$ cat src/rtl/rdyacpt_fifo.sv
// rdyacpt_fifo: elastic rdy/acpt buffer stage with first-word fall-through.
// Words taken on the upstream port are stored in order and re-presented on
// the downstream port. Flow-control outputs decode only from registered count.
module rdyacpt_fifo #(
  parameter int unsigned WIDTH = 8,
  parameter int unsigned DEPTH = 4
) (
  input  logic                     clk,
  input  logic                     reset,
  input  logic                     rdy_di,
  input  logic [WIDTH-1:0]         data_di,
  output logic                     acpt_di,
  output logic                     rdy_do,
  output logic [WIDTH-1:0]         data_do,
  input  logic                     acpt_do,
  output logic [$clog2(DEPTH):0]   level
);

  localparam int unsigned AW = $clog2(DEPTH);
  localparam logic [AW:0]   FULL_CNT = (AW+1)'(DEPTH);
  localparam logic [AW:0]   CNT_ONE  = (AW+1)'(1);
  localparam logic [AW-1:0] PTR_ONE  = AW'(1);

  logic [WIDTH-1:0] mem [DEPTH];
  logic [AW-1:0]    wr_ptr;
  logic [AW-1:0]    rd_ptr;
  logic [AW:0]      count;
  logic             push;
  logic             pop;

  // Handshakes: a word moves on either port only when both sides agree.
  always_comb begin
    push = rdy_di & acpt_di;
    pop  = rdy_do & acpt_do;
  end

  // Storage array; reset wipes every entry so no stale word can resurface.
  always_ff @(posedge clk or posedge reset) begin
    if (reset) begin
      for (int unsigned i = 0; i < DEPTH; i++) begin
        mem[i] <= '0;
      end
    end else if (push) begin
      mem[wr_ptr] <= data_di;
    end
  end

  // Write and read pointers wrap naturally at DEPTH (power of two).
  always_ff @(posedge clk or posedge reset) begin
    if (reset) begin
      wr_ptr <= '0;
      rd_ptr <= '0;
    end else begin
      if (push) wr_ptr <= wr_ptr + PTR_ONE;
      if (pop)  rd_ptr <= rd_ptr + PTR_ONE;
    end
  end

  // Occupancy: simultaneous push and pop leave it unchanged.
  always_ff @(posedge clk or posedge reset) begin
    if (reset) begin
      count <= '0;
    end else begin
      unique case ({push, pop})
        2'b10:   count <= count + CNT_ONE;
        2'b01:   count <= count - CNT_ONE;
        default: count <= count;
      endcase
    end
  end

  // Flow-control outputs from registered count; acpt_di held low during reset
  // because count=0 would otherwise advertise space while reset is asserted.
  always_comb begin
    acpt_di = ~reset & (count != FULL_CNT);
    rdy_do  = (count != '0);
    data_do = mem[rd_ptr];
    level   = count;
  end

endmodule

$ cat config.mk
export PLATFORM = sky130hd
export DESIGN_NAME = rdyacpt_fifo
export DESIGN_NICKNAME = d
export VERILOG_FILES = /design/src/rtl/rdyacpt_fifo.sv
export SDC_FILE = /design/constraint.sdc
export NUM_CORES = 1
export LEC_CHECK = 0
export ABC_AREA = 1
export BUFFER_PORTS_ARGS = -buffer_cell sky130_fd_sc_hd__buf_2
export CAP_MARGIN = 20
export CORE_UTILIZATION = 40
export DETAILED_ROUTE_END_ITERATION = 10
export PLACE_DENSITY = 0.64
export SYNTH_ARGS = -nofsm -noshare
export SYNTH_HDL_FRONTEND = slang
export SYNTH_SLANG_ARGS = --single-unit
$ cat constraint.sdc
create_clock -name clk -period 2.1 [get_ports clk]
set_clock_uncertainty 0.15 [all_clocks]
set_input_delay 0.105 -clock clk [delete_from_list [all_inputs] [get_ports clk]]
set_output_delay 0.105 -clock clk [all_outputs]
set_load 0.05 [all_outputs]
==> metrics.txt <==
clock buffer depth 2; width of the die approximately 72 um; number of rows created at floorplan 25; number of setup violations in the final report 0; number of buffer cells added on primary ports 24; highest net fanout along the worst path 3; Tcrit/Tclk final approximately 95%; post-placement cell count 320; post-place instance area 0.002237 mm2; clock sink total 39; power per standard cell area about 1700 mW/mm2; Syn-to-layout area delta 24.43%; crit path launch level[1]$_DFFE_PP0P_; sequential fraction of the synthesis area 49.12%; maximum ir drop on the vdd rail about 0.54 mV; arrival time reported for the critical path endpoint a little over 2 ns; leak pwr roughly 1.3 nW; CP startpoint kind flop; post-route insts no fill roughly 340; post-detailed-placement half-perimeter wirelength 3322 um; final number of hold-violating endpoints 0; chain of cells forming the critical path nor2_4, a21oi_4, nand2_2, ha_4, inv_2, fa_2, or2_4, nand2_2, xor2_1; total core area about 0.0048 mm2; vias per inst roughly 5.3; area of the die 0.005253 mm2; cell chosen for the clock root clkbuf_8; antenna cells 0; mean post-synth cell area between 8 and 9 um2; number of max-slew violations in the final report 0; global route total overflow 0; run status finished clean; maximum clock rate 0.5021 GHz; Max H-tree Level 2; Clock transition at path regs 0.08 ns; total of warnings raised by yosys 0; TNS Setup 0 ns; Residual DRC 0; via count of the routed design 1793; total global routing track utilization 21.68%; total standard cell area after synthesis roughly 0.0020 mm2; vertical die dimension around 72 um; clock tree from TritonCTS yes; kind of cell adding the most delay to the critical path simple AND/OR/NAND/NOR gates; number of DRC markers after the initial detailed-route iteration between 100 and 150; Post-Synthesis Net Count 250; relative slew slack between 60% and 70%; count of antenna-violating nets left after detailed routing 0; number of optimization iterations in the first detailed-route pass 4; count of pins on the block boundary 25; number of antenna violations at the first check in global routing 0; category of the most critical setup path reg -> reg; number of buffer and inverter instances along the worst setup path 1; number of different library cells in the post-synthesis netlist 21; Data required, critical path roughly 2.2 ns; post-detailed-route wirelength per cell around 15 um; number of violations of the max-capacitance limit 0; global-route wire length before repair ~8600 um; Min-Delay Path Class in -> async; largest net degree at the start of global routing 39; fraction of final layout cells with drive strength greater than 1 roughly a quarter; slew at the pin closest to its max-slew limit roughly 0.53 ns; unrepaired setup endpoints after global routing false; post-layout minimum cycle time 1.992 ns; Post-Syn Instances roughly 230; Net count, final about 290; start of the worst register-to-register path level[1]$_DFFE_PP0P_; final wirelength about 5200 um; clock insertion delay at the later pin of the skew report just under 0.3 ns; Final Wtd Congestion ~0.75; #FFs+latches synth 39; total CTS buffers 5; type of element capturing the critical path flop; final instance area 0.002472 mm2; number of global-route vias before repair 1725; slowest CP cell dfrtp_2; delay of the slowest cell on the worst path 0.44 ns; cell repeated most along the worst path nand2_2; starting density of the core a little over two fifths
-- worst reg2reg max path, stage by stage (launching register included) --
cell and delay (ns):
dfrtp_2 0.44, nor2_4 0.20, a21oi_4 0.08, nand2_2 0.11, ha_4 0.13, inv_2 0.04
fa_2 0.33, or2_4 0.25, nand2_2 0.06, xor2_1 0.13
-- final timing paths --
| kind | slack, ns | end | cells after the start |
|---|---|---|---|
| hold / removal | 0.22 | mem[19]$_DFFE_PP0P_ | 3 |
| hold reg to reg | 0.33 | mem[13]$_DFFE_PP0P_ | 2 |
| max in group asynchronous | 0.97 | level[1]$_DFFE_PP0P_ | 4 |
| setup / recovery | 0.11 | level[2]$_DFFE_PP0P_ | 9 |
| min in group clk | 0.33 | mem[13]$_DFFE_PP0P_ | 2 |
| setup reg to reg | 0.11 | level[2]$_DFFE_PP0P_ | 9 |
-- final cells by class --
class	count	area, um2
clock inverter	1	5.005
sequential	39	979.7
timing repair buffer	49	347.8
fill	474	2282
multi-input combinational	169	935.9
clock buffer	6	82.58
tap	67	83.83
inverter	10	37.54
-- layout by cell type (no fill, tap or decap), types with 4 or more instances in the layout --
cell | synthesis | layout
nand2_1 | 75 | 71
dfrtp_1 | 39 | 36
nand4_1 | 32 | 32
buf_2 | 7 | 24
o21ai_0 | 18 | 18
nor2_1 | 16 | 16
buf_4 | 0 | 13
dlygate4sd3_1 | 0 | 11
o22ai_1 | 8 | 8
clkbuf_8 | 0 | 6
inv_1 | 9 | 5
nand4_2 | 4 | 4
inv_2 | 1 | 4
ha_1 | 5 | 4
-- state kept, by name (all words and copies together) (netlist names) --
signal and flops:
level 3, mem 32, rd_ptr 2, wr_ptr 2
-- metal layers --
layer	part of all wire (%)	vias up	routed length, um	track usage, %
li1	-	875	-	-
met5	0	-	0	0
met2	48	64	2504	33.75
met1	44	848	2300	30.12
met3	6.0	6	313	4.306
met4	1.1	0	56	7.625
-- report_power, final --
part	total, mW	switching [mW]	internal (mW)
Combinational	2.43	1.67	0.758
Sequential	1.36	0.234	1.12
Clock	0.517	0.260	0.258
Total	4.30	2.17	2.14
-- cells by family (layout without fill, tap and decap cells) --
group                    count (synthesis)  in the layout  synth area share, %
AND/OR/NAND/NOR                        132            132                31.17
flip-flops                              39             39                49.12
AO/OA/AOI/OAI                           28             28                8.124
buffers and inverters                   24             66                6.107
adder cells (fa/ha/maj)                  6              6                4.156
XOR/XNOR                                 3              3                1.323
-- cells in the mapped netlist --
master,number,area share [%]
xnor2_1,1,0.44
xor2_1,2,0.88
nand2_1,75,14
o21ai_0,18,4.5
inv_1,9,1.7
nand4_1,32,10
inv_2,1,0.19
ha_1,5,3.1
nand3_1,3,0.76
buf_2,7,1.8
o22ai_1,8,2.5
fa_1,1,1.0
or2_2,1,0.32
clkbuf_1,4,0.76
dfrtp_1,39,49
nor2_1,16,3.0
a21oi_1,1,0.25
a21oi_4,1,0.82
buf_6,3,1.7
nor2_2,1,0.32
nand4_2,4,2.5
-- metrics by stage --
step                total power, mW  hold WS [ns]  util (%)  worst slack, ns
global placement              3.666      -0.01439     47.05           0.1075
finish                        4.305        0.2232     52.00           0.1084
CTS                           4.240        0.2171     51.21          0.04219
floorplan                     3.104       0.09900         -         -0.06337
detailed placement            3.699      -0.01578     47.05          0.05990
global route                  4.608        0.2547     52.00          0.01741
-- what timing repair did --
item                                    CTS  global route
hold endpoints to repair                 43             0
hold buffers                             11             0
endpoints found under the setup margin    0             1
setup buffers                             0             3
resized for setup                         0             2
Power figures use the tool's default switching activity.
